$ cat config.mk
export PLATFORM = sky130hd
export DESIGN_NAME = ins_prefetch
export DESIGN_NICKNAME = d
export VERILOG_FILES = /design/src/rtl/ins_prefetch.sv
export SDC_FILE = /design/constraint.sdc
export NUM_CORES = 1
export LEC_CHECK = 0
export BUFFER_PORTS_ARGS = -buffer_cell sky130_fd_sc_hd__clkbuf_2
export CAP_MARGIN = 40
export CORE_ASPECT_RATIO = 1.5
export CORE_MARGIN = 1.5
export CORE_UTILIZATION = 35
export DETAILED_ROUTE_END_ITERATION = 7
export HOLD_SLACK_MARGIN = 0.1
export MAX_ROUTING_LAYER = met4
export SYNTH_ARGS = -nofsm -noshare
export SYNTH_HDL_FRONTEND = slang
export SYNTH_SLANG_ARGS = --single-unit
$ cat constraint.sdc
create_clock -name clk_0 -period 2.7 [get_ports clk_0]
set_input_delay 0.27 -clock clk_0 [delete_from_list [all_inputs] [get_ports clk_0]]
set_output_delay 0.27 -clock clk_0 [all_outputs]
set_load 0.02 [all_outputs]
$ cat src/rtl/ins_prefetch.sv
// Instruction prefetch queue: fetches 32-bit longs, splits them into
// big-endian 16-bit words and hands them to the execution controller.
module ins_prefetch #(
   parameter int DEPTH = 8,
   parameter int AW    = 24
) (
   input  logic          clk_0,
   input  logic          reset_n,
   input  logic          go,
   input  logic          pc_ld,
   input  logic [AW-1:0] pc_in,
   output logic          fetch_req,
   output logic [AW-1:0] fetch_addr,
   input  logic          fetch_ack,
   input  logic [31:0]   fetch_data,
   output logic [15:0]   ins_out,
   output logic          insrdy,
   input  logic          romold,
   output logic [AW-1:0] pc_out
);

   localparam int LW = $clog2(DEPTH);
   localparam logic [LW:0] CNT_LIM = (LW+1)'(DEPTH - 2);

   typedef enum logic {IDLE, REQ} state_t;

   state_t        state_q, state_d;
   logic          fetch_req_q, fetch_req_d;
   logic [AW-1:0] addr_q, addr_d;
   logic [AW-1:0] fptr_q, fptr_d;
   logic          misal_q, misal_d;
   logic          discard_q, discard_d;
   logic [AW-1:0] pc_q, pc_d;
   logic [LW-1:0] wr_q, wr_d;
   logic [LW-1:0] rd_q, rd_d;
   logic [LW:0]   cnt_q, cnt_d;
   logic [15:0]   mem_q [DEPTH];
   logic [15:0]   mem_d [DEPTH];

   logic can_issue;
   logic pop;
   logic keep;
   logic push1;
   logic push2;

   assign can_issue = go && !pc_ld && (cnt_q <= CNT_LIM);
   assign pop       = romold && (cnt_q != '0) && !pc_ld;
   assign keep      = fetch_ack && (state_q == REQ)
                      && !discard_q && !pc_ld;
   assign push2     = keep && !misal_q;
   assign push1     = keep && misal_q;

   always_comb begin
      state_d     = state_q;
      fetch_req_d = fetch_req_q;
      addr_d      = addr_q;
      fptr_d      = fptr_q;
      misal_d     = misal_q;
      discard_d   = discard_q;
      pc_d        = pc_q;
      wr_d        = wr_q;
      rd_d        = rd_q;
      mem_d       = mem_q;
      cnt_d       = cnt_q
                    + {{(LW-1){1'b0}}, push2, push1}
                    - {{LW{1'b0}}, pop};

      unique case (state_q)
         IDLE: begin
            if (can_issue) begin
               state_d     = REQ;
               fetch_req_d = 1'b1;
               addr_d      = {fptr_q[AW-1:2], 2'b00};
            end
         end
         REQ: begin
            if (fetch_ack) begin
               state_d     = IDLE;
               fetch_req_d = 1'b0;
               discard_d   = 1'b0;
               if (!discard_q) fptr_d = fptr_q + AW'(4);
            end
         end
         default: ;
      endcase

      if (push2) begin
         mem_d[wr_q]          = fetch_data[31:16];
         mem_d[wr_q + LW'(1)] = fetch_data[15:0];
         wr_d                 = wr_q + LW'(2);
      end else if (push1) begin
         mem_d[wr_q] = fetch_data[15:0];
         wr_d        = wr_q + LW'(1);
      end
      if (keep) misal_d = 1'b0;

      if (pop) begin
         rd_d = rd_q + LW'(1);
         pc_d = pc_q + AW'(2);
      end

      // A jump mid-request cannot withdraw the bus cycle, so its data is dropped
      if (pc_ld) begin
         fptr_d    = {pc_in[AW-1:2], 2'b00};
         misal_d   = pc_in[1];
         pc_d      = {pc_in[AW-1:1], 1'b0};
         discard_d = (state_q == REQ) && !fetch_ack;
         wr_d      = '0;
         rd_d      = '0;
         cnt_d     = '0;
      end
   end

   always_ff @(posedge clk_0 or negedge reset_n) begin
      if (!reset_n) begin
         state_q     <= IDLE;
         fetch_req_q <= 1'b0;
         addr_q      <= '0;
         fptr_q      <= '0;
         misal_q     <= 1'b0;
         discard_q   <= 1'b0;
         pc_q        <= '0;
         wr_q        <= '0;
         rd_q        <= '0;
         cnt_q       <= '0;
         for (int i = 0; i < DEPTH; i++) mem_q[i] <= '0;
      end else begin
         state_q     <= state_d;
         fetch_req_q <= fetch_req_d;
         addr_q      <= addr_d;
         fptr_q      <= fptr_d;
         misal_q     <= misal_d;
         discard_q   <= discard_d;
         pc_q        <= pc_d;
         wr_q        <= wr_d;
         rd_q        <= rd_d;
         cnt_q       <= cnt_d;
         mem_q       <= mem_d;
      end
   end

   assign fetch_req  = fetch_req_q;
   assign fetch_addr = addr_q;
   assign ins_out    = mem_q[rd_q];
   assign insrdy     = (cnt_q != '0);
   assign pc_out     = pc_q;

endmodule
==> out/metrics.json, run 1 <==
{
  "status": {"value": "complete, no violations"},
  "path_clk_slew": {"value": 0.06, "unit": "ns"},
  "gpl.final_weighted_congestion": {"value": 0.838},
  "arrival_time_at_the_worst_endpoint": {"value": 2.20, "unit": "ns"},
  "hpwl": {"value": 22800, "unit": "um"},
  "first_pass_grt_wire_length": {"value": 54900, "unit": "um"},
  "initial_core_util": {"value": 35.6, "unit": "%"},
  "critPathCaptureType": {"value": "output port"},
  "die_width": {"value": 148, "unit": "um"},
  "routed_wire_length_per_instance": {"value": 23.0, "unit": "um"},
  "worst_ep_required_time": {"value": 2.43, "unit": "ns"},
  "remaining_design_rule_violation_count": {"value": 0},
  "max-cap-violations": {"value": 0},
  "area.sequential": {"value": 5230, "unit": "um^2"},
  "number_of_synthesized_flops_with_an_enable_pin": {"value": 0},
  "cp_slowest_stage_delay": {"value": 0.52, "unit": "ns"},
  "cts_made_buffers": {"value": 24},
  "netlist-cell-type-count": {"value": 66},
  "min-delay-path-class": {"value": "in2reg"},
  "nFillCells": {"value": 2922},
  "fin_area": {"value": 13500, "unit": "um^2"},
  "clock_insertion_delay_worst_skew": {"value": 0.54, "unit": "ns"},
  "clock_skew": {"value": 0.0212, "unit": "ns"},
  "area_growth": {"value": 21.8, "unit": "%"},
  "first_global_vias": {"value": 9377},
  "min_path_cells": {"value": 3},
  "finalPower": {"value": 10.8, "unit": "mW"},
  "yosys.area.top_type": {"value": "dfrtp_1"},
  "design.core.area": {"value": 31100, "unit": "um^2"},
  "critical-path-slowest-cell": {"value": "mux4_2"},
  "cp.depth": {"value": 4},
  "post-route-period-util": {"value": 91.6, "unit": "%"},
  "antenna_left": {"value": 0},
  "numClockSinks": {"value": 209},
  "crit_family": {"value": "multiplexers"},
  "relSlewSlack": {"value": 36.3, "unit": "%"},
  "num_rows": {"value": 79},
  "placedInstanceArea": {"value": 12300, "unit": "um^2"},
  "post_layout_net_count": {"value": 1195},
  "port-buffer-count": {"value": 123},
  "cts.root.buffer_cell": {"value": "clkbuf_16"},
  "die_y": {"value": 221, "unit": "um"},
  "syn_area_per_cell": {"value": 11.5, "unit": "um^2"},
  "cts.htree.levels": {"value": 1},
  "crit_path_start_kind": {"value": "flip-flop"},
  "tritoncts": {"value": "yes"},
  "grt_setup_unrepaired": {"value": "false"},
  "finalMaxSlewViolations": {"value": 0},
  "power_per_cell_area": {"value": 798, "unit": "nW/um^2"},
  "detailedRoute.firstIterationViolations": {"value": 637},
  "ctsLongestPathBuffers": {"value": 3},
  "cp_max_fanout": {"value": 23},
  "vias_per_cell": {"value": 5.94},
  "worst_r2r_path_depth": {"value": 5},
  "io_pins": {"value": 128},
  "floorplan.die_area": {"value": 32700, "unit": "um^2"},
  "multi_input_area": {"value": 5410, "unit": "um^2"},
  "static_leak": {"value": 6.08, "unit": "nW"},
  "via_count": {"value": 9145},
  "detail_route.wirelength": {"value": 35500, "unit": "um"},
  "detailedRoute.firstPassIterationCount": {"value": 5},
  "ys_async_rst_share": {"value": 100, "unit": "%"},
  "yosys_most_used_dff": {"value": "dfrtp_1"},
  "grt.overflow.total": {"value": 0},
  "ir_drop": {"value": 505, "unit": "uV"},
  "report.final.setup_viol": {"value": 0},
  "gr-usage-all-layers": {"value": 22.2, "unit": "%"},
  "path_buf_inv": {"value": 2},
  "fin_tns_setup": {"value": 0, "unit": "ns"},
  "critPathKind": {"value": "reg2out"},
  "drive_gt1_share": {"value": 28.2, "unit": "%"},
  "synth.yosys.warnings": {"value": 0},
  "min_period": {"value": 2.47, "unit": "ns"},
  "ys_seq_area_share": {"value": 47.2, "unit": "%"},
  "syn-instance-count": {"value": 962},
  "grt_start_max_net_pins": {"value": 69},
  "yosys-top-cells-area": {"value": "dfrtp_1 (47%), a221o_1 (12%), mux4_2 (6.5%), mux2_2 (5.0%), nor2_1 (4.2%)"},
  "flip_flop_and_latch_count_after_synthesis": {"value": 209},
  "tightestPinTransition": {"value": 0.955, "unit": "ns"},
  "syn-cell-area": {"value": 11100, "unit": "um^2"},
  "final-hold-violation-count": {"value": 0},
  "grt_antenna_before_repair": {"value": 2},
  "crit_chain": {"value": "buf_12 > mux4_2 > mux2_2 > clkbuf_2"},
  "synth.top_cell.area_share": {"value": 47.2, "unit": "%"},
  "max_freq": {"value": 0.404, "unit": "GHz"},
  "postCtsSetupBuffers": {"value": 0}
}
[cell usage after synthesis, types with 2 or more instances]
| cell type | instances |
|---|---|
| nor3_1 | 13 |
| nor4_4 | 3 |
| ha_1 | 15 |
| a21oi_1 | 12 |
| and2_1 | 5 |
| nor4_2 | 3 |
| nor2_1 | 123 |
| a211oi_1 | 2 |
| o31ai_1 | 3 |
| o21ai_0 | 9 |
| buf_1 | 19 |
| buf_2 | 20 |
| a31oi_4 | 2 |
| a21o_1 | 3 |
| a311oi_1 | 21 |
| buf_4 | 3 |
| nor2b_1 | 19 |
| xor2_1 | 11 |
| o221a_2 | 2 |
| and4_1 | 8 |
| or3_1 | 4 |
| mux2i_1 | 19 |
| xnor2_1 | 11 |
| nand3_1 | 20 |
| nor3b_1 | 7 |
| a221o_1 | 128 |
| a41oi_1 | 2 |
| nor4_1 | 3 |
| buf_6 | 4 |
| dfrtp_1 | 209 |
| a21oi_2 | 3 |
| mux2_2 | 49 |
| and3_1 | 43 |
| nand2_1 | 26 |
| clkbuf_1 | 41 |
| inv_1 | 13 |
| nand4_1 | 12 |
| a31oi_1 | 9 |
| or4_1 | 3 |
| nand2b_1 | 3 |
| mux4_2 | 32 |
[final timing paths]
kind                       startpoint  slack (ns)          end
max                           rd_q[0]        0.23  ins_out[15]
min reg2reg                 fetch_req        0.48    fetch_req
min in group asynchronous     reset_n        0.32    mem_q[45]
min                         pc_in[14]        0.11   pc_out[14]
max reg2reg                   wr_q[1]        0.24   mem_q[105]
max in group asynchronous     reset_n        1.61   fptr_q[14]
[repair_timing]
item / in CTS / in global routing
endpoints found under the hold margin: 142 / 0
setup endpoints to repair: 0 / 0
resized for setup: 0 / 0
hold buffers: 41 / 0
[sequential cells by signal, indices dropped and copies added, names as in the netlist]
register,count
mem_q,128
pc_out,23
fetch_addr,22
fptr_q,22
cnt_q,4
rd_q,3
wr_q,3
discard_q,1
fetch_req,1
misal_q,1
state_q,1
[area by class of cell]
| class | count | share of cell area [%] |
|---|---|---|
| Multi-Input combinational cell | 653 | 40.1 |
| Inverter | 14 | 0.389 |
| Antenna cell | 2 | 0.0371 |
| Clock buffer | 31 | 5.09 |
| Timing Repair Buffer | 215 | 11.1 |
| Clock inverter | 11 | 0.770 |
| Tap cell | 405 | 3.75 |
| Sequential cell | 209 | 38.8 |
[layout by cell type, fill, tap and decap left out, types with 11 or more instances in the layout]
cell type,n
a21oi_1,12
a221o_1,128
a311oi_1,21
and3_1,43
buf_4,43
clkbuf_16,24
clkbuf_2,122
dfrtp_1,208
dlygate4sd3_1,41
ha_1,15
inv_1,13
mux2_2,49
mux2i_1,19
mux4_2,32
nand2_1,26
nand3_1,20
nand4_1,12
nor2_1,123
nor2b_1,19
nor3_1,13
xnor2_1,11
xor2_1,11
[worst register-to-register path, delay by kind of cell (launching register included)]
| kind | cells | cell delay [ns] |
|---|---|---|
| AO/OA/AOI/OAI | 2 | 0.89 |
| AND/OR/NAND/NOR | 2 | 0.65 |
| flip-flops | 1 | 0.43 |
| adder cells (fa/ha/maj) | 1 | 0.37 |
[per-layer routing]
metal,vias up,part of all wire [%],routed length [um],track usage [%]
met1,4685,40,14300,27.4
met4,0,3.3,1180,8.72
met3,68,5.9,2100,3.11
met5,-,0,0,-
met2,367,51,17900,36.6
li1,4025,-,-,-
[report_power, final]
part	total, mW	switching [mW]	internal [mW]
registers	4.17	0.433	3.74
clock network	3.27	1.37	1.89
logic	3.33	1.78	1.55
total	10.8	3.58	7.18
[metrics by stage]
stage	cells	setup WS (ns)	util (%)	hold slack, ns
2_1_floorplan	964	0.134	-	-0.0256
3_3_place_gp	1452	0.267	39.4	0.334
3_5_place_dp	1455	0.238	39.5	0.328
4_1_cts	1538	0.174	43.3	0.100
5_1_grt	1540	0.0739	43.3	0.112
6_report	1540	0.228	43.3	0.114
[logic make-up (layout without fill, tap and decap cells)]
logic type	Yosys count	count (layout)	synth area share (%)
buffers and inverters	102	271	4.07
flip-flops	209	209	47.2
adder cells (fa/ha/maj)	16	16	1.87
AND/OR/NAND/NOR	308	308	15.0
other	1	5	0.0339
AO/OA/AOI/OAI	203	203	16.7
XOR/XNOR	23	23	1.89
multiplexers	100	100	13.2
Note: power is estimated with default switching activity, not from simulation.
==> inputs of run 2 (changes only) <==
--- a/config.mk
+++ b/config.mk
@@ -13,6 +13,7 @@
 export DETAILED_ROUTE_END_ITERATION = 7
 export HOLD_SLACK_MARGIN = 0.1
 export MAX_ROUTING_LAYER = met4
+export RECOVER_POWER = 50
 export SYNTH_ARGS = -nofsm -noshare
 export SYNTH_HDL_FRONTEND = slang
 export SYNTH_SLANG_ARGS = --single-unit
==> run 2 against run 1 <==
The run now ends with max-capacitance violations, max-slew violations left. Sequential power about the same. Flip-flop and latch count unchanged. Maximum frequency down 0.18%. Clock power is essentially flat. Global-route usage did not move. Critical path depth stayed put. Core utilization shrank 0.18 points. Combinational power decreased by 2%. Die area is the same. Worst hold slack got worse by 0.0040 ns. Routed wire length is 0.12% lower. Largest cell class unchanged. Largest power group unchanged.
==> out/metrics.json, run 2 (same netlist as run 1, synthesis figures left out) <==
{
  "relSlewSlack": {"value": -23.0, "unit": "%"},
  "grt_antenna_before_repair": {"value": 2},
  "num_rows": {"value": 79},
  "worst_r2r_path_depth": {"value": 5},
  "endpoint": {"value": "ins_out[15]"},
  "die_width": {"value": 148, "unit": "um"},
  "setup.reg_to_reg.worst_slack": {"value": 0.23, "unit": "ns"},
  "hpwl": {"value": 22800, "unit": "um"},
  "floorplan.die_area": {"value": 32700, "unit": "um^2"},
  "timing.rr.start": {"value": "wr_q[1]"},
  "die_y": {"value": 221, "unit": "um"},
  "critPathKind": {"value": "reg2out"},
  "holdWs": {"value": 0.110, "unit": "ns"},
  "first_pass_grt_wire_length": {"value": 54900, "unit": "um"},
  "design.core.area": {"value": 31100, "unit": "um^2"},
  "ir_drop": {"value": 505, "unit": "uV"},
  "drive_gt1_share": {"value": 25.9, "unit": "%"},
  "antenna_left": {"value": 0},
  "path_clk_slew": {"value": 0.06, "unit": "ns"},
  "via_count": {"value": 9179},
  "worst_ep_required_time": {"value": 2.43, "unit": "ns"},
  "grt.overflow.total": {"value": 0},
  "power_per_cell_area": {"value": 797, "unit": "nW/um^2"},
  "static_leak": {"value": 6.00, "unit": "nW"},
  "tritoncts": {"value": "yes"},
  "min-delay-path-class": {"value": "in2reg"},
  "postCtsSetupBuffers": {"value": 0},
  "gr-usage-all-layers": {"value": 22.2, "unit": "%"},
  "initial_core_util": {"value": 35.6, "unit": "%"},
  "postCtsHoldBufs": {"value": 41},
  "cts.root.buffer_cell": {"value": "clkbuf_16"},
  "ctsLongestPathBuffers": {"value": 3},
  "critPathCaptureType": {"value": "output port"},
  "timing.rr.end": {"value": "mem_q[105]"},
  "max_flop_register": {"value": "mem_q"},
  "most-common-layout-cells": {"value": "dfrtp_1 (208), a221o_1 (128), nor2_1 (123)"},
  "numClockSinks": {"value": 209},
  "detailedRoute.firstPassIterationCount": {"value": 5},
  "area_growth": {"value": 21.3, "unit": "%"},
  "grt_setup_unrepaired": {"value": "false"},
  "setup.worst_path.start": {"value": "rd_q[0]"},
  "clock_insertion_delay_worst_skew": {"value": 0.54, "unit": "ns"},
  "remaining_design_rule_violation_count": {"value": 0},
  "max-cap-violations": {"value": 1},
  "finalMaxSlewViolations": {"value": 68},
  "vias_per_cell": {"value": 5.96},
  "first_global_vias": {"value": 9377},
  "cts_made_buffers": {"value": 24},
  "status": {"value": "complete, but fails checks"},
  "min_period": {"value": 2.48, "unit": "ns"},
  "grt_start_max_net_pins": {"value": 69},
  "fin_tns_setup": {"value": 0, "unit": "ns"},
  "tightestPinTransition": {"value": 1.85, "unit": "ns"},
  "post_cts.resized_instances": {"value": 0},
  "post_layout_net_count": {"value": 1195},
  "crit_path_start_kind": {"value": "flip-flop"},
  "max_freq": {"value": 0.404, "unit": "GHz"},
  "routed_wire_length_per_instance": {"value": 23.0, "unit": "um"},
  "io_pins": {"value": 128},
  "cp_max_fanout": {"value": 23},
  "placedInstanceArea": {"value": 12300, "unit": "um^2"},
  "fin_area": {"value": 13400, "unit": "um^2"},
  "detail_route.wirelength": {"value": 35400, "unit": "um"},
  "final-hold-violation-count": {"value": 0},
  "finalPower": {"value": 10.7, "unit": "mW"},
  "report.final.setup_viol": {"value": 0},
  "cts.htree.levels": {"value": 1},
  "mostFrequentLayoutCell": {"value": "dfrtp_1"},
  "largest_reg_flops": {"value": 128},
  "arrival_time_at_the_worst_endpoint": {"value": 2.21, "unit": "ns"},
  "detailedRoute.firstIterationViolations": {"value": 599},
  "post-route-period-util": {"value": 91.7, "unit": "%"},
  "port-buffer-count": {"value": 123},
  "gpl.final_weighted_congestion": {"value": 0.838},
  "violations_in_the_final_reports": {"value": "max-capacitance violations, max-slew violations"},
  "clock_skew": {"value": 0.0198, "unit": "ns"}
}
## run 2: cell count changes in the layout (fill, tap and decap cells not counted), sizes merged
| cell | change |
|---|---|
| buf | -1 |
| clkbuf | +1 |
## run 2: critical path: stages, from the launching register on
cell	delay (ns)
dfrtp_2	0.38
buf_12	0.23
mux4_2	0.52
mux2_2	0.33
clkbuf_2	0.17
## run 2: metal layers
layer  track usage, %  vias up  part of all wire [%]
met2             36.6      353                    50
met5                -        -                     0
li1                 -     4026                     -
met4             8.72        0                   3.5
met1             27.4     4726                    40
met3             3.11       74                   6.1
## run 2: layout make-up
type,instances,area (um^2)
clock buffers,31,687
flip-flops and latches,209,5230
repair buffers,215,1450
diodes,2,5.00
multi-input cells,653,5400
clock inverters,11,104
inverters,14,52.6
fillers,2941,17700
well taps,405,507
## run 2: metrics by stage
step                std cells  util, %  setup slack [ns]
floorplan                 964        -             0.134
global placement         1452     39.4             0.267
detailed placement       1455     39.5             0.238
CTS                      1538     43.3             0.174
global route             1540     43.2            0.0739
finish                   1540     43.2             0.223
## run 2: worst min path at each step
stage / depth (start not counted) / slack, ns / startpoint / end
final: 3 / 0.11 / pc_in[14] / pc_out[14]
after floorplan: 0 / -0.03 / reset_n / cnt_q[0]
after detailed placement: 1 / 0.33 / reset_n / mem_q[58]
after CTS: 3 / 0.10 / pc_in[14] / pc_out[14]
after global routing: 3 / 0.11 / pc_in[13] / fptr_q[13]
after global placement: 1 / 0.33 / reset_n / mem_q[122]
## run 2: power breakdown
part           switching [mW]  internal, mW
Sequential              0.433          3.74
Combinational            1.78          1.50
Clock                    1.38          1.89
Total                    3.59          7.13
